[src/rtl/lcd_bus_if.sv]
// CPU-side write port, status and LCD pin bundle for the LCD bus driver.
interface lcd_bus_if #(
    parameter int FIFO_DEPTH = 16
);
    localparam int CW = $clog2(FIFO_DEPTH) + 1;

    logic          wr_en;
    logic [7:0]    wr_data;
    logic          wr_rs;
    logic          clr_overflow;
    logic          full;
    logic          busy;
    logic [CW-1:0] fifo_count;
    logic          overflow;
    logic [7:0]    lcd_data;
    logic          lcd_rs;
    logic          lcd_rw;
    logic          lcd_e;

    modport master (
        output wr_en, wr_data, wr_rs, clr_overflow,
        input  full, busy, fifo_count, overflow,
        input  lcd_data, lcd_rs, lcd_rw, lcd_e
    );

    modport slave (
        input  wr_en, wr_data, wr_rs, clr_overflow,
        output full, busy, fifo_count, overflow,
        output lcd_data, lcd_rs, lcd_rw, lcd_e
    );
endinterface

[src/rtl/lcd_bus_driver.sv]
// HD44780-style LCD bus sequencer: CPU bytes queue in a FIFO and are strobed
// onto the LCD pins with setup / enable / hold / execution-wait timing.
//
// state | meaning
// IDLE  | waiting for a queued byte; pops head when FIFO non-empty
// SETUP | rs/data driven, E low, T_SETUP cycles
// PULSE | E high, T_PULSE cycles
// HOLD  | E low, rs/data held, T_HOLD cycles
// WAIT  | LCD executing, T_EXEC or T_CLEAR (clear/home) cycles
module lcd_bus_driver #(
    parameter int FIFO_DEPTH = 16,
    parameter int T_SETUP    = 2,
    parameter int T_PULSE    = 12,
    parameter int T_HOLD     = 2,
    parameter int T_EXEC     = 2000,
    parameter int T_CLEAR    = 82000,
    parameter int CNT_W      = 17
) (
    input  logic        clk,
    input  logic        rst,
    lcd_bus_if.slave    bus
);
    localparam int AW = $clog2(FIFO_DEPTH);
    localparam int CW = AW + 1;

    localparam logic [2:0] S_IDLE  = 3'd0;
    localparam logic [2:0] S_SETUP = 3'd1;
    localparam logic [2:0] S_PULSE = 3'd2;
    localparam logic [2:0] S_HOLD  = 3'd3;
    localparam logic [2:0] S_WAIT  = 3'd4;

    localparam logic [CNT_W-1:0] LD_SETUP = CNT_W'(T_SETUP - 1);
    localparam logic [CNT_W-1:0] LD_PULSE = CNT_W'(T_PULSE - 1);
    localparam logic [CNT_W-1:0] LD_HOLD  = CNT_W'(T_HOLD - 1);
    localparam logic [CNT_W-1:0] LD_EXEC  = CNT_W'(T_EXEC - 1);
    localparam logic [CNT_W-1:0] LD_CLEAR = CNT_W'(T_CLEAR - 1);

    logic [8:0]       mem [FIFO_DEPTH];
    logic [AW-1:0]    wr_ptr;
    logic [AW-1:0]    rd_ptr;
    logic [CW-1:0]    count;
    logic [2:0]       state;
    logic [CNT_W-1:0] cnt;
    logic [7:0]       data_q;
    logic             rs_q;
    logic             e_q;
    logic             ovf_q;

    logic fifo_full;
    logic fifo_empty;
    logic pop;
    logic push;
    logic drop;
    logic long_cmd;

    assign fifo_full  = (count == CW'(FIFO_DEPTH));
    assign fifo_empty = (count == '0);
    // A pop frees a slot on the same edge, so a full FIFO can still take a write then.
    assign pop        = (state == S_IDLE) && !fifo_empty;
    assign push       = bus.wr_en && (!fifo_full || pop);
    assign drop       = bus.wr_en && !push;
    // Clear display and return home need the long execution wait.
    assign long_cmd   = !rs_q && ((data_q == 8'h01) || (data_q == 8'h02));

    // FIFO storage; contents need no reset since count gates every read.
    always_ff @(posedge clk) begin
        if (push) begin
            mem[wr_ptr] <= {bus.wr_rs, bus.wr_data};
        end
    end

    // FIFO pointers and occupancy.
    always_ff @(posedge clk) begin
        if (rst) begin
            wr_ptr <= '0;
            rd_ptr <= '0;
            count  <= '0;
        end else begin
            if (push) begin
                wr_ptr <= wr_ptr + AW'(1);
            end
            if (pop) begin
                rd_ptr <= rd_ptr + AW'(1);
            end
            if (push && !pop) begin
                count <= count + CW'(1);
            end else if (pop && !push) begin
                count <= count - CW'(1);
            end
        end
    end

    // Sticky overflow; a drop wins over a simultaneous clear.
    always_ff @(posedge clk) begin
        if (rst) begin
            ovf_q <= 1'b0;
        end else if (drop) begin
            ovf_q <= 1'b1;
        end else if (bus.clr_overflow) begin
            ovf_q <= 1'b0;
        end
    end

    // Transfer sequencer: each timed phase loads T-1 and leaves when the count hits 0.
    always_ff @(posedge clk) begin
        if (rst) begin
            state  <= S_IDLE;
            cnt    <= '0;
            data_q <= 8'h00;
            rs_q   <= 1'b0;
            e_q    <= 1'b0;
        end else begin
            case (state)
                S_IDLE: begin
                    if (!fifo_empty) begin
                        {rs_q, data_q} <= mem[rd_ptr];
                        cnt            <= LD_SETUP;
                        state          <= S_SETUP;
                    end
                end
                S_SETUP: begin
                    if (cnt == '0) begin
                        e_q   <= 1'b1;
                        cnt   <= LD_PULSE;
                        state <= S_PULSE;
                    end else begin
                        cnt <= cnt - CNT_W'(1);
                    end
                end
                S_PULSE: begin
                    if (cnt == '0) begin
                        e_q   <= 1'b0;
                        cnt   <= LD_HOLD;
                        state <= S_HOLD;
                    end else begin
                        cnt <= cnt - CNT_W'(1);
                    end
                end
                S_HOLD: begin
                    if (cnt == '0) begin
                        cnt   <= long_cmd ? LD_CLEAR : LD_EXEC;
                        state <= S_WAIT;
                    end else begin
                        cnt <= cnt - CNT_W'(1);
                    end
                end
                S_WAIT: begin
                    if (cnt == '0) begin
                        state <= S_IDLE;
                    end else begin
                        cnt <= cnt - CNT_W'(1);
                    end
                end
                default: begin
                    e_q   <= 1'b0;
                    cnt   <= '0;
                    state <= S_IDLE;
                end
            endcase
        end
    end

    assign bus.full       = fifo_full;
    assign bus.busy       = (state != S_IDLE) || !fifo_empty;
    assign bus.fifo_count = count;
    assign bus.overflow   = ovf_q;
    assign bus.lcd_data   = data_q;
    assign bus.lcd_rs     = rs_q;
    assign bus.lcd_rw     = 1'b0;
    assign bus.lcd_e      = e_q;
endmodule

[src/flat_wrapper.sv]
// flat-port wrapper written by rule: the top's interface ports become plain ports
module lcd_bus_driver_flat 
#(
    parameter int FIFO_DEPTH = 16,
    parameter int T_SETUP    = 2,
    parameter int T_PULSE    = 12,
    parameter int T_HOLD     = 2,
    parameter int T_EXEC     = 2000,
    parameter int T_CLEAR    = 82000,
    parameter int CNT_W      = 17
)
  (clk, rst, bus_wr_en, bus_wr_data, bus_wr_rs, bus_clr_overflow, bus_full, bus_busy, bus_fifo_count, bus_overflow, bus_lcd_data, bus_lcd_rs, bus_lcd_rw, bus_lcd_e);
  lcd_bus_if #(.FIFO_DEPTH(FIFO_DEPTH)) bus_i ();
  input  logic clk;
  input  logic rst;
  input wire logic [$bits(bus_i.wr_en)-1:0] bus_wr_en;
  input wire logic [$bits(bus_i.wr_data)-1:0] bus_wr_data;
  input wire logic [$bits(bus_i.wr_rs)-1:0] bus_wr_rs;
  input wire logic [$bits(bus_i.clr_overflow)-1:0] bus_clr_overflow;
  output wire logic [$bits(bus_i.full)-1:0] bus_full;
  output wire logic [$bits(bus_i.busy)-1:0] bus_busy;
  output wire logic [$bits(bus_i.fifo_count)-1:0] bus_fifo_count;
  output wire logic [$bits(bus_i.overflow)-1:0] bus_overflow;
  output wire logic [$bits(bus_i.lcd_data)-1:0] bus_lcd_data;
  output wire logic [$bits(bus_i.lcd_rs)-1:0] bus_lcd_rs;
  output wire logic [$bits(bus_i.lcd_rw)-1:0] bus_lcd_rw;
  output wire logic [$bits(bus_i.lcd_e)-1:0] bus_lcd_e;
  assign bus_i.wr_en = bus_wr_en;
  assign bus_i.wr_data = bus_wr_data;
  assign bus_i.wr_rs = bus_wr_rs;
  assign bus_i.clr_overflow = bus_clr_overflow;
  assign bus_full = bus_i.full;
  assign bus_busy = bus_i.busy;
  assign bus_fifo_count = bus_i.fifo_count;
  assign bus_overflow = bus_i.overflow;
  assign bus_lcd_data = bus_i.lcd_data;
  assign bus_lcd_rs = bus_i.lcd_rs;
  assign bus_lcd_rw = bus_i.lcd_rw;
  assign bus_lcd_e = bus_i.lcd_e;
  lcd_bus_driver #(.FIFO_DEPTH(FIFO_DEPTH), .T_SETUP(T_SETUP), .T_PULSE(T_PULSE), .T_HOLD(T_HOLD), .T_EXEC(T_EXEC), .T_CLEAR(T_CLEAR), .CNT_W(CNT_W)) u_core (.clk(clk), .rst(rst), .bus(bus_i));
endmodule
[config.mk]
export PLATFORM = sky130hd
export DESIGN_NAME = lcd_bus_driver_flat
export DESIGN_NICKNAME = d
export VERILOG_FILES = /design/src/rtl/lcd_bus_if.sv /design/src/rtl/lcd_bus_driver.sv /design/src/flat_wrapper.sv
export SDC_FILE = /design/constraint.sdc
export NUM_CORES = 1
export LEC_CHECK = 0
export BUFFER_PORTS_ARGS = -buffer_cell sky130_fd_sc_hd__buf_4
export CAP_MARGIN = 25
export CORE_ASPECT_RATIO = 1.2
export CORE_UTILIZATION = 60
export DETAILED_ROUTE_END_ITERATION = 8
export PLACE_DENSITY_LB_ADDON = 0.1
export SYNTH_ARGS = -nofsm -noshare
export SYNTH_HDL_FRONTEND = slang
export SYNTH_SLANG_ARGS = --single-unit
[constraint.sdc]
create_clock -name clk -period 4.8 [get_ports clk]
set_clock_uncertainty 0.2 [all_clocks]
set_input_delay 0.96 -clock clk [delete_from_list [all_inputs] [get_ports clk]]
set_output_delay 0.96 -clock clk [all_outputs]
set_load 0.01 [all_outputs]
[Yosys cells after proc, flatten, opt, wreduce, memory -nomap -nowiden]
Memories as Yosys holds them, arrays and structs flattened. A register that Yosys moved wholly into a read port is not among the register bits.
Index checks and enable logic that the tools add are counted.
W data, S select, Z words.
Word-level totals
  flip-flop bits (word level): 35
  RAM bits: 144
  output and inout bits: 19
  memories: 1
Memories
  u_core.mem: depth 16, bits a word 9, read ports 1, clocked after Yosys merged registers in 1, wr ports 1, RTL line lcd_bus_driver.sv:38  | logic [8:0] mem [FIFO_DEPTH];
Cells by class
  add/subtract/negate cells: 5
  equal/unequal tests: 13
  muxes and demuxes: 22
  bitwise gates (word level): 2
  reductions and logical operators: 25
Operator list (count)
  $mux W17: 6
  $pmux W17 S5: 1
  $logic_not A17 Y1: 1
  $sub A17 B1 Y17 const B: 1
  $mux W3: 5
  $pmux W3 S5: 1
  $mux W5: 2
  $add A4 B1 Y4 const B: 2
  $eq A8 B1 Y1 const B: 1
  $eq A8 B2 Y1 const B: 1
  $ne A2 B1 Y1 const B: 4
  $eq A3 B2 Y1 const B: 2
  $logic_and A1 B1 Y1: 6
  $mux W1: 6
  $add A5 B1 Y5 const B: 1
  $eq A5 B5 Y1 const B: 1
  $logic_not A1 Y1: 5
  $logic_not A5 Y1: 1
  $reduce_and A5 Y1: 1
  $sub A5 B1 Y5 const B: 1
  $ne A2 B2 Y1 const B: 2
  $reduce_and A2 Y1: 2
  $reduce_bool A2 Y1: 2
  $eq A3 B1 Y1 const B: 1
  8 further kinds: 11

[Longest topological paths before layout]
  depth after elaboration: 9
  mapped depth: 15
  gate-level depth less buffers: 13

[Least setup slack after synthesis]
OpenSTA, ideal clock, no wires.
  path type: flip-flop to flip-flop
  from: register u_core.count[0], in the netlist u_core.bus.fifo_count[0]
  to: register u_core.count[4], in the netlist u_core.bus.fifo_count[4]
  data arrival time: 3007 ps
  required time: 4530 ps
  slack: 1522 ps
  cell stages (with the launch flop): 14
  buffers on the path: 1
  clock period less this slack: 3278 ps
  cell sequence: dfxtp_1 or4_1 nor2_1 nor2_1 inv_1 clkbuf_1 ha_1 inv_1 fa_1 a21o_1 a21oi_1 xnor2_1 or3_1 a21oi_1
On the way
  word-level cells in the longest chain between the ends: 8
  elaborated cells on any way between the ends: 16
RTL lines
  start: declaration: RTL line lcd_bus_driver.sv:41  | logic [CW-1:0] count;
  start signal: assignment: RTL line lcd_bus_driver.sv:86  | count <= count + CW'(1);
  start signal: assignment: RTL line lcd_bus_driver.sv:88  | count <= count - CW'(1);
  branches (longest 8 deep; another with $sub A5 B1 Y5)
Parallel ways; which one is timed is not known. The select of a mux whose other input is x is not followed.
A chain may end at the register's enable or synchronous reset.

[Worst setup path after layout]
Ends and elaborated chain as after synthesis.

==> results.toml <==
[run_status]
status = "completed"

[logic_synthesis]
synth_compound_area_frac = 0.0522
yosys.area.top_type = "edfxtp_1"
synthTopCellsByCount = "edfxtp_1, nor2_1, mux4_2"
syn_inst = 513
avgSynthCellArea_sq_um = 15.4
yosys.area_share.simple = 0.0918
synth_seq_cells = 188
synth_top_family_by_area = "multiplexers"
synth_xor_area_frac = 0.0244
synthMuxAreaShare = 0.130
synth.distinct_cells = 58
async_reset_ff_frac = 0
yosysMostFrequentCell = "edfxtp_1"
yosysSeqAreaShare = 0.660
synth_top_area_share = 0.549
synth_edf_count = 144
ys_warn_count = 0
syn_nets = 537
synth_flop_cell = "edfxtp_1"
syn_area_sq_mm = 0.00788
yosys.area_share.adder = 0.0184
synth_area_leaders = "edfxtp_1, mux4_2, dfxtp_1"

[final_layout]
antenna_cells = 0
drive_above_1_share = 0.231
num-fill-cells = 862
syn2layout_area_growth_pct = 13.0
num-nets-final = 578

[power_and_ir_drop]
p_leak_uw = 0.00302
p_seq_frac = 0.385
p_comb_frac = 0.365
power.density_mw_per_mm2 = 627
ir_drop_mv = 0.325
p_clk_frac = 0.250
switchingPower_uw = 1900
p_int_uw = 3680
power_switching_share = 0.341

[clock_network]
clk_path_buf_depth = 2
ctsHoldBuffers = 0
cts_tree = "yes"
postCtsSetupBuffers = 0
cts_buffers = 17
cts_resized = 0
htreeDepth = 4
clk_pin_slew_worst_paths_ns = 0.06
cts_sinks = 188
clock_latency_ns = 0.43
cts-root-buf = "clkbuf_16"

[critical_path]
crit_fanout = 14
cp-end-kind = "flip-flop"
start_kind = "flip-flop"
required_ns = 4.96
worstPathArrival_ns = 3.66
path_class = "flip-flop to flip-flop"

[global_route]
grt_pass1_vias = 4490
grt_pass1_wl_um = 24700
grt_max_degree = 44
gr-total-overflow = 0
grt_antenna_before_repair = 0
grtUsageTotal = 0.256

[floorplan]
die_area_sq_mm = 0.0136
die_w_um = 107
coreArea_sq_mm = 0.0127
start_util = 0.619
num_rows = 45
ios = 32
floorplan.die.height_um = 128

[sta]
slew-limit-headroom = 0.316
fin_ws_ns = 1.29
period_share = 0.730
hold_viol_final = 0
tightestPinTransition_ns = 1.02
drv_slew = 0
finalSetupTns_ns = 0
fin_crit_ns = 3.51
clock.fmax_ghz = 0.285
rsz0062_at_grt = "false"
setup_viol = 0

[drt]
num_vias = 4445
drtAntennaViolNets = 0
drc = 0
finalWirelength_um = 16000
drt_first_pass_iters = 4
detail_route.iter0.violations = 358
wire_per_inst_um = 21.9
vias_per_cell = 6.09

[hold_path]
min_path_type = "flip-flop to flip-flop"

[placement]
numPortBuffers = 30
dp_hpwl_um = 10200
place_ws_ns = 1.28
gp_congestion = 0.834

[job]
drv_cap = 0
cell usage in the layout, fill, tap and decap left out, types with 2 or more instances in the layout:
master,n
o32ai_1,2
nand3_1,7
nor3_1,10
a22o_1,2
inv_6,2
a21o_1,4
or4_1,3
edfxtp_1,144
buf_4,44
mux4_2,45
nor2b_1,3
clkinvlp_4,2
xnor2_1,10
a21oi_1,33
nand4_1,3
nor3_2,2
o31ai_1,3
nand2b_1,3
bufinv_16,3
xor2_1,12
nor2_1,48
nor4_1,3
clkbuf_1,2
clkbuf_16,17
ha_1,10
o21ai_0,11
buf_6,4
inv_1,10
nand3b_1,2
dfxtp_1,43
clkinv_1,4
nand2_1,42
or3_1,5
area by class of cell:
cell class / instances / area, sq um / share of cell area
timing repair buffer: 48 / 375 / 0.0422
sequential: 188 / 5210 / 0.585
multi-input combinational: 289 / 2500 / 0.281
clock inverter: 12 / 146 / 0.0164
clock buffer: 19 / 433 / 0.0486
tap: 164 / 205 / 0.0230
inverter: 10 / 37.5 / 0.00422
through the flow:
step / power [uW] / util / area (sq um) / std cells / hold WS, ns
3_5_place_dp: 4220 / 0.653 / 8310 / 697 / 0.268
2_1_floorplan: 3720 / - / 7880 / 513 / 0.273
4_1_cts: 5610 / 0.699 / 8890 / 728 / 0.276
6_report: 5580 / 0.700 / 8900 / 730 / 0.272
3_3_place_gp: 4170 / 0.649 / 8260 / 693 / 0.261
5_1_grt: 5890 / 0.700 / 8900 / 730 / 0.301
cell families after synthesis:
family	Yosys count
adder cells (fa/ha/maj)	11
buffers and inverters	36
other	1
XOR/XNOR	22
AO/OA/AOI/OAI	67
AND/OR/NAND/NOR	142
multiplexers	46
flip-flops	188
per-layer routing:
metal | vias up | global-route usage | share of wire | wire length, um
li1 | 2040 | - | - | -
met1 | 2239 | 0.318 | 0.40 | 6400
met2 | 129 | 0.438 | 0.52 | 8260
met3 | 37 | 0.0505 | 0.047 | 752
met4 | 0 | 0.113 | 0.035 | 554
met5 | - | 0 | 0 | 0
flip-flops by register name, indices dropped and copies added (netlist names):
register	cells
u_core.wr_ptr	4
u_core.rd_ptr	4
u_core.bus.lcd_e	1
u_core.state	3
u_core.cnt	17
u_core.mem	144
u_core.bus.fifo_count	5
u_core.bus.lcd_data	8
u_core.bus.lcd_rs	1
u_core.bus.overflow	1
path summary, 6_finish.rpt:
check	startpoint	endpoint	slack (ns)	cells after the start
worst max register to register	u_core.bus.fifo_count[0]	u_core.bus.fifo_count[4]	1.29	13
worst min-delay path	u_core.bus.lcd_e	u_core.bus.lcd_e	0.27	2
worst max-delay path	u_core.bus.fifo_count[0]	u_core.bus.fifo_count[4]	1.29	13
worst min register to register	u_core.bus.lcd_e	u_core.bus.lcd_e	0.27	2
critical path: stages, from the launching register on:
cell     delay [ns]
dfxtp_1        0.37
or4_1          0.62
nor2_1         0.13
nor2_1         0.05
buf_4          0.18
inv_1          0.26
ha_1           0.25
inv_1          0.10
fa_1           0.42
a21o_1         0.18
a21oi_1        0.17
xnor2_1        0.09
or3_1          0.30
a21oi_1        0.13
power groups by stage:
stage | logic [uW] | clock network (uW) | registers [uW]
finish | 2040 | 1390 | 2150
global route | 2240 | 1470 | 2180
CTS | 2050 | 1410 | 2150
detailed placement | 2030 | 0 | 2190
global placement | 2000 | 0 | 2170
floorplan | 1610 | 0 | 2100
No activity file was read; power rests on OpenSTA's default activity.
